===== config.mk =====
export PLATFORM = sky130hd
export DESIGN_NAME = mips_reg_file_8x32
export DESIGN_NICKNAME = d
export VERILOG_FILES = /design/src/rtl/mips_reg_file_8x32_pkg.sv /design/src/rtl/mips_reg_file_8x32_mux.sv /design/src/rtl/mips_reg_file_8x32_reg_en_w.sv /design/src/rtl/mips_reg_file_8x32.sv
export SDC_FILE = /design/constraint.sdc
export NUM_CORES = 1
export LEC_CHECK = 0
export ABC_AREA = 1
export CAP_MARGIN = 40
export CORE_ASPECT_RATIO = 2
export CORE_MARGIN = 2
export CORE_UTILIZATION = 30
export DETAILED_ROUTE_END_ITERATION = 8
export PLACE_DENSITY = 0.52
export SLEW_MARGIN = 30
export SYNTH_ARGS = -nofsm -noshare
export SYNTH_HDL_FRONTEND = slang
export SYNTH_HIERARCHICAL = 1
export SYNTH_SLANG_ARGS = --single-unit

===== constraint.sdc =====
create_clock -name clk -period 0.9 [get_ports clk]
set_input_delay 0.09 -clock clk [delete_from_list [all_inputs] [get_ports clk]]
set_output_delay 0.09 -clock clk [all_outputs]
set_load 0.05 [all_outputs]

===== src/rtl/mips_reg_file_8x32_pkg.sv =====
// Shared MIPS datapath constants and the register-file write decoder.
package mips_reg_file_8x32_pkg;

    localparam int REG_COUNT   = 8;
    localparam int MIPS_DATA_W = 32;
    localparam int MIPS_ADDR_W = 3;
    localparam int R0_IDX      = 0;

    // One-hot write enable for the addressed register; all-zero when not writing.
    function automatic logic [REG_COUNT-1:0] dec3to8(
        input logic                   en,
        input logic [MIPS_ADDR_W-1:0] addr
    );
        logic [REG_COUNT-1:0] onehot;
        onehot = '0;
        if (en) begin
            onehot[addr] = 1'b1;
        end
        return onehot;
    endfunction

endpackage


===== src/rtl/mips_reg_file_8x32_mux.sv =====
// Word-wide 4:1 and 2:1 mux primitives; each output bit is an independent selection.
module mips_mux4 #(
    parameter int W = 32
) (
    input  logic [W-1:0] d0_i,
    input  logic [W-1:0] d1_i,
    input  logic [W-1:0] d2_i,
    input  logic [W-1:0] d3_i,
    input  logic [1:0]   sel_i,
    output logic [W-1:0] y_o
);

    // Pure combinational selection, no storage.
    always_comb begin
        y_o = d0_i;
        case (sel_i)
            2'd0: y_o = d0_i;
            2'd1: y_o = d1_i;
            2'd2: y_o = d2_i;
            2'd3: y_o = d3_i;
            default: y_o = d0_i;
        endcase
    end

endmodule

module mips_mux2 #(
    parameter int W = 32
) (
    input  logic [W-1:0] d0_i,
    input  logic [W-1:0] d1_i,
    input  logic         sel_i,
    output logic [W-1:0] y_o
);

    assign y_o = sel_i ? d1_i : d0_i;

endmodule


===== src/rtl/mips_reg_file_8x32_reg_en_w.sv =====
// DATA_W-bit register with synchronous load enable and asynchronous active-low clear.
module reg_en_w #(
    parameter int DATA_W = 32
) (
    input  logic              clk_i,
    input  logic              rst_ni,
    input  logic              en_i,
    input  logic [DATA_W-1:0] d_i,
    output logic [DATA_W-1:0] q_o
);

    logic [DATA_W-1:0] data_q;
    logic [DATA_W-1:0] data_d;

    assign data_d = en_i ? d_i : data_q;

    // Clear immediately on reset, otherwise load when enabled.
    always_ff @(posedge clk_i or negedge rst_ni) begin
        if (!rst_ni) begin
            data_q <= '0;
        end else begin
            data_q <= data_d;
        end
    end

    assign q_o = data_q;

endmodule


===== src/rtl/mips_reg_file_8x32.sv =====
// 8 x DATA_W MIPS register file: one write port, two combinational read ports,
// r0 tied to zero, and a wrapping counter of accepted writes.
module mips_reg_file_8x32
    import mips_reg_file_8x32_pkg::*;
#(
    parameter int DATA_W = MIPS_DATA_W,
    parameter int ADDR_W = MIPS_ADDR_W
) (
    input  logic              clk,
    input  logic              rst_n,
    input  logic              we,
    input  logic [ADDR_W-1:0] wa,
    input  logic [DATA_W-1:0] wd,
    input  logic [ADDR_W-1:0] ra1,
    input  logic [ADDR_W-1:0] ra2,
    output logic [DATA_W-1:0] rd1,
    output logic [DATA_W-1:0] rd2,
    output logic [7:0]        wr_cnt
);

    logic [REG_COUNT-1:0] wen;
    logic [DATA_W-1:0]    regs [REG_COUNT];
    logic [DATA_W-1:0]    lo1, hi1, lo2, hi2;
    logic                 wr_acc;
    logic [7:0]           wr_cnt_q;
    logic [7:0]           wr_cnt_d;

    // Decode the write address; the r0 enable is forced off so its writes vanish.
    always_comb begin
        wen         = dec3to8(we, wa);
        wen[R0_IDX] = 1'b0;
    end

    assign regs[R0_IDX] = '0;

    for (genvar i = 1; i < REG_COUNT; i++) begin : g_reg
        reg_en_w #(
            .DATA_W(DATA_W)
        ) u_reg (
            .clk_i (clk),
            .rst_ni(rst_n),
            .en_i  (wen[i]),
            .d_i   (wd),
            .q_o   (regs[i])
        );
    end

    // Read port 1: low/high 4:1 trees on ra1[1:0], final 2:1 on ra1[2].
    mips_mux4 #(.W(DATA_W)) u_rd1_lo (
        .d0_i(regs[0]), .d1_i(regs[1]), .d2_i(regs[2]), .d3_i(regs[3]),
        .sel_i(ra1[1:0]), .y_o(lo1)
    );
    mips_mux4 #(.W(DATA_W)) u_rd1_hi (
        .d0_i(regs[4]), .d1_i(regs[5]), .d2_i(regs[6]), .d3_i(regs[7]),
        .sel_i(ra1[1:0]), .y_o(hi1)
    );
    mips_mux2 #(.W(DATA_W)) u_rd1_top (
        .d0_i(lo1), .d1_i(hi1), .sel_i(ra1[2]), .y_o(rd1)
    );

    // Read port 2: same tree structure driven by ra2.
    mips_mux4 #(.W(DATA_W)) u_rd2_lo (
        .d0_i(regs[0]), .d1_i(regs[1]), .d2_i(regs[2]), .d3_i(regs[3]),
        .sel_i(ra2[1:0]), .y_o(lo2)
    );
    mips_mux4 #(.W(DATA_W)) u_rd2_hi (
        .d0_i(regs[4]), .d1_i(regs[5]), .d2_i(regs[6]), .d3_i(regs[7]),
        .sel_i(ra2[1:0]), .y_o(hi2)
    );
    mips_mux2 #(.W(DATA_W)) u_rd2_top (
        .d0_i(lo2), .d1_i(hi2), .sel_i(ra2[2]), .y_o(rd2)
    );

    // Any surviving enable is an accepted write.
    assign wr_acc   = |wen;
    assign wr_cnt_d = wr_acc ? (wr_cnt_q + 8'd1) : wr_cnt_q;

    // Accepted-write counter, wraps naturally at 8 bits.
    always_ff @(posedge clk or negedge rst_n) begin
        if (!rst_n) begin
            wr_cnt_q <= '0;
        end else begin
            wr_cnt_q <= wr_cnt_d;
        end
    end

    assign wr_cnt = wr_cnt_q;

endmodule


=== Word-level counts from Yosys, hierarchy flattened ===
Cells that the tools add are included.

* Shift operators: 0
* Equality and inequality tests: 6
* Divide/modulo/power cells: 0
* $add $sub $neg: 1
* Muxes and demuxes: 9
* Multipliers: 0
* Magnitude comparators: 2
* Bitwise gates (word level): 0
* Reduce and logical (&&, ||, !) cells: 4

{| class="wikitable"
|+ Operator list
! kind !! count
|-
| $pmux 32 s4 || 4
|-
| $mux 32 || 2
|-
| $add 8x1->8 const B || 1
|-
| $eq 2x2->1 const B || 4
|-
| $mux 8 || 1
|-
| $reduce_or 7->1 || 1
|-
| $eq 2x1->1 const B || 2
|-
| $logic_not 2->1 || 2
|-
| $lt 3x4->1 const B || 1
|-
| $demux 1 s3 || 1
|-
| $ge 3x1->1 const B || 1
|-
| $logic_and 1x1->1 || 1
|-
| $mux 1 || 1
|}

* Output and inout port bits: 72
* Bits of input ports: 44
* RAM bits: 0
* Memory bits (read-only): 0
* Memories: 0
* Bits in registers: 232
* Latch bits: 0

=== Logic depth before layout (Yosys ltp) ===
Gate-level depths: netlist of run 1.

* Depth in word-level cells: 6
* Mapped depth: 8
* Gate-level depth less buffers: 7

=== Cells and area by module ===
The synthesis of run 1 kept the hierarchy.

{| class="wikitable"
|+ Modules (own cells, without submodules)
! module !! cells an instance !! seq. area each (µm²) !! instances !! area an instance (µm²)
|-
| reg_en_w || 136 || 800.8 || 7 || 1292.5
|-
| mips_mux4 || 186 || 0.0 || 4 || 1078.5
|-
| mips_mux2 || 104 || 0.0 || 2 || 491.7
|-
| mips_reg_file_8x32 || 83 || 200.2 || 1 || 538.0
|}

=== Least setup slack after synthesis of run 1 ===
Ideal clock, no wire load.

* Path kind: flip-flop to flip-flop
* Start: register wr_cnt_q[0] (netlist: wr_cnt[0])
* End: register wr_cnt_q[4] (netlist: wr_cnt[4])
* Stages on the path, launching flop included: 5
* Setup time: 123 ps
* Path slack: -543 ps
* Arrival time: 1320 ps
* Clock period less this slack: 1443 ps
* Data required time: 777 ps
* Cell sequence: dfrtp_1 -> ha_1 -> nand3_1 -> o21ai_0 -> nand2_1

* Longest elaborated chain between the ends: 1

{| class="wikitable"
|+ RTL lines
! what !! line !! RTL
|-
| from (decl) || mips_reg_file_8x32.sv:25 || <nowiki>logic [7:0] wr_cnt_q;</nowiki>
|-
| from (signal assigned) || mips_reg_file_8x32.sv:83 || <nowiki>wr_cnt_q <= wr_cnt_d;</nowiki>
|-
| $add 8x1->8 || mips_reg_file_8x32.sv:76 || <nowiki>assign wr_cnt_d = wr_acc ? (wr_cnt_q + 8'd1) : wr_cnt_q;</nowiki>
|}

No other way between the ends.
A chain may end at the register's enable or synchronous reset.

=== Final worst setup path of run 1 ===
* Start: register g_reg[1].u_reg.data_q[12]
* End: output port rd1[12]

* Longest elaborated chain between the ends: 2

{| class="wikitable"
|+ RTL lines
! what !! line !! RTL
|-
| from (decl) || mips_reg_file_8x32_reg_en_w.sv:12 || <nowiki>logic [DATA_W-1:0] data_q;</nowiki>
|-
| from (signal assigned) || mips_reg_file_8x32_reg_en_w.sv:22 || <nowiki>data_q <= data_d;</nowiki>
|-
| $pmux 32 s4 || mips_reg_file_8x32_mux.sv:16 || <nowiki>case (sel_i)</nowiki>
|-
| via lo1[12] || mips_reg_file_8x32.sv:23 || <nowiki>logic [DATA_W-1:0] lo1, hi1, lo2, hi2;</nowiki>
|-
| $mux 32 || mips_reg_file_8x32_mux.sv:36 || <nowiki>assign y_o = sel_i ? d1_i : d0_i;</nowiki>
|-
| to (decl) || mips_reg_file_8x32.sv:16 || <nowiki>output logic [DATA_W-1:0] rd1,</nowiki>
|}

The timed path passes the listed nets, and every way through them passes these cells.

==> results of run 1 <==
## report_power, final
part / switching, mW / internal [mW]
Clock: 4.59 / 6.86
Combinational: 9.13 / 8.03
Sequential: 1.87 / 12.5
## placed cells by master (no fill, tap or decap), types with 4 or more instances in the layout
cell                              count
sky130_fd_sc_hd__dfrtp_1            222
sky130_fd_sc_hd__buf_12             144
sky130_fd_sc_hd__dfrtp_2             10
sky130_fd_sc_hd__dlygate4sd2_1        4
sky130_fd_sc_hd__clkinv_2             4
sky130_fd_sc_hd__clkdlybuf4s50_1     33
sky130_fd_sc_hd__nand2_4             65
sky130_fd_sc_hd__inv_1                5
sky130_fd_sc_hd__conb_1              64
sky130_fd_sc_hd__nand3_2             65
sky130_fd_sc_hd__nand2_1            794
sky130_fd_sc_hd__bufinv_16            5
sky130_fd_sc_hd__nand2_2            172
sky130_fd_sc_hd__inv_2               13
sky130_fd_sc_hd__clkbuf_8             4
sky130_fd_sc_hd__nand3_1            323
sky130_fd_sc_hd__nor2_4              13
sky130_fd_sc_hd__buf_6               22
sky130_fd_sc_hd__buf_4              238
sky130_fd_sc_hd__inv_8                4
sky130_fd_sc_hd__clkbuf_16           25
sky130_fd_sc_hd__nand4_1            128
## layout make-up
cell class,instances,area (µm²)
multi-input combinational,1636,8330
timing repair buffer,445,5340
inverter,27,201
sequential,232,5820
tap,643,805
clock buffer,32,692
fill,4816,27700
clock inverter,12,195
## through the flow
| step | setup slack [ns] | area [µm²] | utilization, % | instances |
|---|---|---|---|---|
| 2_1_floorplan | -0.245 | 15600 | - | 2050 |
| 3_3_place_gp | -0.726 | 19200 | 39.2 | 2894 |
| 3_5_place_dp | -0.739 | 19300 | 39.3 | 2894 |
| 4_1_cts | -0.891 | 20800 | 42.5 | 2985 |
| 5_1_grt | -0.889 | 21400 | 43.6 | 3027 |
| 6_report | -0.883 | 21400 | 43.6 | 3027 |
## routing by layer
metal	global-route usage (%)	part of all wire, %
met3	3.15	6.2
met4	13.8	6.3
met5	0	0
met2	46.5	52
met1	27.1	36
## path summary, 6_finish.rpt
path                                          end                    from  cells after the start  slack (ns)
max                                       rd1[12]  g_reg[1].u_reg/q_o[12]                      5       -0.88
min                        g_reg[6].u_reg/q_o[18]                   rst_n                      2        0.02
max reg2reg                             wr_cnt[2]               wr_cnt[1]                      6       -0.19
min reg2reg                g_reg[7].u_reg/q_o[11]  g_reg[7].u_reg/q_o[11]                      2        0.49
max in group asynchronous   g_reg[7].u_reg/q_o[3]                   rst_n                      3        0.26
min in group clk                        wr_cnt[4]                   wa[0]                      4        0.16
## sequential cells by signal, indices dropped and copies added, names as in the netlist
signal	flops
g.u_reg/q_o	224
wr_cnt	8
## worst reg2reg max path, cell delays in order, from the launching register on
cell	delay [ns]
sky130_fd_sc_hd__dfrtp_2	0.42
sky130_fd_sc_hd__buf_6	0.13
sky130_fd_sc_hd__ha_4	0.17
sky130_fd_sc_hd__inv_2	0.05
sky130_fd_sc_hd__nor2_1	0.03
sky130_fd_sc_hd__o21ai_1	0.10
sky130_fd_sc_hd__o21ai_1	0.07
## repair_timing
item | 4_1_cts | 5_1_grt
endpoints found under the hold margin | 232 | 0
cloned | 1 | 0
buffers inserted | 45 | 48
gates resized for setup | 86 | 70
setup endpoints to repair | 302 | 85
pin swaps | 305 | 140
hold buffers | 1 | 0
## cells by family after synthesis
logic type | after synthesis | synth area share (%)
AND/OR/NAND/NOR | 1566 | 48.0
flip-flops | 232 | 39.0
buffers and inverters | 182 | 12.6
AO/OA/AOI/OAI | 4 | 0.160
XOR/XNOR | 1 | 0.0589
adder cells (fa/ha/maj) | 1 | 0.0841
other | 1 | 0.0252
==> flow_summary.toml, run 1 <==
[routing]
via_count = 15600
drtIter0Drc = 1366
firstDrtPassIters = 6
routed_via_density = 5.15
route.antenna.remaining_nets = 0
drt_drc_violations_left = 0
wl_per_cell_um = 21.6
detail_route.wirelength_mm = 65.3

[power_and_ir_drop]
post-layout-total-power_mw = 43.0
power.ir.vdd_worst_mv = 1.92
cellLeakagePower_nw = 10.2
power_density_nw_per_um2 = 2010

[timing]
timing.fmax_ghz = 0.561
setup_viol = 81
whs_ns = 0.0181
clock_skew_after_layout_ns = 0.00985
min_period_over_period_pct = 198
setup_repair_after_global_routing_missed_its_margin = "yes"
tns_ns = -47.88
report.final.slew_viol_count = 0
report.final.hold_viol_count = 0
post_route_worst_setup_slack_ns = -0.883
relSlewSlack_pct = 56.1
tightest_pin_transition_ns = 0.657
final_critical_delay_including_setup_and_external_delays_ns = 1.78

[clocking]
cts-htree-levels = 1
cts_root_buf = "sky130_fd_sc_hd__clkbuf_16"
cts_made_buffers = 24
cts_sinks = 232
cts.clk_slew.worst_paths_ns = 0.07
cts.path.max_buffers = 3
clkLatencyLatePin_ns = 0.54
tritoncts = "done"

[setup_path]
end_kind = "primary output"
startpoint_type = "register"
worstPathArrival_ns = 1.69
critical_path.max_fanout = 3
cp_data_required_time_ns = 0.81
timing.critical_path.buf_inv = 1
critPathKind = "register to primary output"
critical-path-slowest-cell = "sky130_fd_sc_hd__dfrtp_1"
worst_path_dominant_cell_family = "simple AND/OR/NAND/NOR gates"
critical_path.cell_chain = "nand3_1 -> nand4_1 -> nand2_2 -> nand2_4 -> buf_12"
worst_path_largest_cell_delay_ns = 0.39

[synthesis]
synth_largest_type_area_fraction_pct = 39.0
synth_enable_flop_cells = 0
post-synth-top-count-cell = "sky130_fd_sc_hd__nand2_1"
postSynthRegisterBits = 232
synth_area_per_cell_um2 = 7.49
synth_top_flop_cell = "sky130_fd_sc_hd__dfrtp_1"
synth_async_sr_flop_share_pct = 100
synth.top_cells.by_count = "937 x sky130_fd_sc_hd__nand2_1, 348 x sky130_fd_sc_hd__nand3_1, 232 x sky130_fd_sc_hd__dfrtp_1"
post-synth-top-area-cell = "sky130_fd_sc_hd__dfrtp_1"
syn-instance-count = 1987
synth_cell_types = 26
synth.yosys.warnings = 6
part_of_the_yosys_area_used_for_sequential_elements_pct = 39.0
synth_area_leaders = "sky130_fd_sc_hd__dfrtp_1 39%, sky130_fd_sc_hd__nand2_1 24%, sky130_fd_sc_hd__nand3_1 12%"
synth_area_um2 = 14900

[final_layout]
insertedDiodeCount = 0
drive_gt1_share_pct = 33.5
growth_of_design_area_from_synthesis_to_finish_pct = 43.7
nNetsFinal = 2411

[global_route]
grtUsageTotal_pct = 25.1
vias_in_the_first_global_route = 15700
overflow = 0
grt_first_pass_wirelength_mm = 97.8
maximum_number_of_pins_on_one_net_before_global_route_repair = 56
grt_antenna_before_repair = 0

[placement]
portBuffers = 115
gp_congestion = 0.881
detailedPlacementHpwl_mm = 44.6

[floorplanning]
fp.dieArea_um2 = 51500
die-height_um = 319
starting_density_of_the_core_pct = 30.3
core_area_um2 = 49100
placementRows = 115
io-pin-count = 116
dieWidth_um = 161

[run_status]
result_of_the_run = "finished with violations"
violations = "setup timing"

[worst_hold_path]
timing.hold.worst.class = "primary input to async pin"

[run]
cap_viol_max_count = 0
No activity file was read; power rests on OpenSTA's default activity.
==> run 2, diff against run 1 <==
CAP_MARGIN = unset   (was 40)
clock period = 1.43 ns   (was 0.9 ns; I/O delays follow)
==> flow_summary.toml, run 2 (same netlist as run 1, synthesis figures left out) <==
[routing]
drtIter0Drc = 1428
via_count = 15300
drt_drc_violations_left = 0
firstDrtPassIters = 6
wl_per_cell_um = 21.8
routed_via_density = 5.18
detail_route.wirelength_mm = 64.3
route.antenna.remaining_nets = 0

[timing]
setup_viol = 64
relSlewSlack_pct = 36.7
tightest_pin_transition_ns = 0.949
setup_repair_after_global_routing_missed_its_margin = "yes"
tns_ns = -14.58
final_critical_delay_including_setup_and_external_delays_ns = 1.83
report.final.hold_viol_count = 0
clock_skew_after_layout_ns = 0.00721
min_period_over_period_pct = 128
timing.fmax_ghz = 0.547
post_route_worst_setup_slack_ns = -0.398
report.final.slew_viol_count = 0

[final_layout]
final_common_cell = "sky130_fd_sc_hd__nand2_1"
nNetsFinal = 2336
insertedDiodeCount = 0
growth_of_design_area_from_synthesis_to_finish_pct = 34.7
most_frequent_cells_in_the_layout = "862 x sky130_fd_sc_hd__nand2_1, 323 x sky130_fd_sc_hd__nand3_1, 219 x sky130_fd_sc_hd__dfrtp_1"
drive_gt1_share_pct = 28.3
largest_reg_flops = 224
finalCoreUtilization_pct = 40.9
layout.filler_cells = 4896

[clocking]
cts_sinks = 232
clkLatencyLatePin_ns = 0.54
cts-htree-levels = 1
tritoncts = "done"
cts_made_buffers = 24
cts.clk_slew.worst_paths_ns = 0.07
cts.path.max_buffers = 3
cts_root_buf = "sky130_fd_sc_hd__clkbuf_16"

[placement]
preCtsSetupSlack_ns = -0.215
gp_congestion = 0.908
portBuffers = 115
detailedPlacementHpwl_mm = 44.8

[floorplanning]
starting_density_of_the_core_pct = 30.3
io-pin-count = 116
placementRows = 115
core_area_um2 = 49100
dieWidth_um = 161
die-height_um = 319
fp.dieArea_um2 = 51500

[run_status]
violations = "setup timing"
result_of_the_run = "finished with violations"

[global_route]
vias_in_the_first_global_route = 15200
overflow = 0
grt_antenna_before_repair = 0
grtUsageTotal_pct = 24.5
maximum_number_of_pins_on_one_net_before_global_route_repair = 44
grt_first_pass_wirelength_mm = 95.1

[setup_path]
startpoint_type = "register"
end_kind = "primary output"
ff2ff_path_depth = 4
critical_path.max_fanout = 3
timing.critical_path.buf_inv = 1
critical_path.cell_chain = "nand3_1 -> nand4_1 -> nand2_1 -> nand2_2 -> buf_12"
timing.critical_path.depth = 5
worst_path_largest_cell_delay_ns = 0.41
cp_data_required_time_ns = 1.29
critical-path-slowest-cell = "sky130_fd_sc_hd__dfrtp_1"
critPathKind = "register to primary output"
worst_path_dominant_cell_family = "simple AND/OR/NAND/NOR gates"
worstPathArrival_ns = 1.68

[power_and_ir_drop]
switching_share_pct = 36.6
cellLeakagePower_nw = 9.61
clock_power_share_pct = 28.3
power.internal_mw = 16.3
p_sw_mw = 9.40
post-layout-total-power_mw = 25.7
power_share_of_the_combinational_group_pct = 35.6
power_density_nw_per_um2 = 1280
seq_power_share_pct = 36.0
power.ir.vdd_worst_mv = 1.09

[run]
cap_viol_max_count = 0

[worst_hold_path]
timing.hold.worst.class = "primary input to async pin"
-- run 2: timing repair --
| action | CTS | global route |
|---|---|---|
| hold endpoints to repair | 232 | 0 |
| gates resized for setup | 94 | 28 |
| hold buffers | 1 | 0 |
| pin swaps | 326 | 112 |
| endpoints found under the setup margin | 64 | 64 |
| setup buffers | 66 | 33 |
-- run 2: cell type report --
cell class	count	area, µm²	area share (%)
Inverter	27	169	0.842
Tap cell	643	805	4.01
Clock inverter	12	193	0.961
Clock buffer	32	712	3.55
Multi-Input combinational cell	1636	7840	39.1
Timing Repair Buffer	370	4510	22.5
Sequential cell	232	5820	29.0
-- run 2: final timing paths --
kind                                   startpoint                      to  slack, ns
max in group asynchronous                   rst_n  g_reg[7].u_reg/q_o[14]       0.70
min in group clk                           wd[17]  g_reg[3].u_reg/q_o[17]       0.34
hold / removal                              rst_n  g_reg[6].u_reg/q_o[12]       0.10
hold reg to reg            g_reg[1].u_reg/q_o[27]  g_reg[1].u_reg/q_o[27]       0.50
setup / recovery            g_reg[5].u_reg/q_o[4]                  rd1[4]      -0.40
setup reg to reg                        wr_cnt[1]               wr_cnt[4]       0.18
-- run 2: per-stage QoR --
| stage | instance area (µm²) | hold slack, ns | cells |
|---|---|---|---|
| floorplan | 15100 | -0.153 | 2050 |
| finish | 20100 | 0.100 | 2952 |
| global placement | 18000 | 0.0863 | 2808 |
| global route | 20100 | 0.131 | 2952 |
| CTS | 19700 | 0.119 | 2919 |
| detailed placement | 18000 | 0.0909 | 2808 |
-- run 2: worst reg2reg max path: cells and delay by family, from the launching register on --
family,cells,cell delay (ns)
simple gates,2,0.18
compound gates,1,0.18
fa+ha+maj,1,0.30
flops,1,0.47
-- run 2: per-layer routing --
layer / vias up / part of all wire, % / GRT usage (%) / routed length [µm]
met2: 827 / 52 / 45.2 / 33500
li1: 7029 / - / - / -
met3: 224 / 7.2 / 3.12 / 4610
met4: 0 / 5.8 / 12.6 / 3710
met1: 7217 / 35 / 27.0 / 22500
met5: - / 0 / 0 / 0
-- run 2: power by group through the flow --
stage               Clock, mW  Sequential, mW  Combinational (mW)
floorplan                   0            9.15                4.30
global placement            0            9.35                8.04
detailed placement          0            9.38                8.13
CTS                      7.43            9.22                8.88
global route             7.67            9.39                9.81
finish                   7.28            9.27                9.16
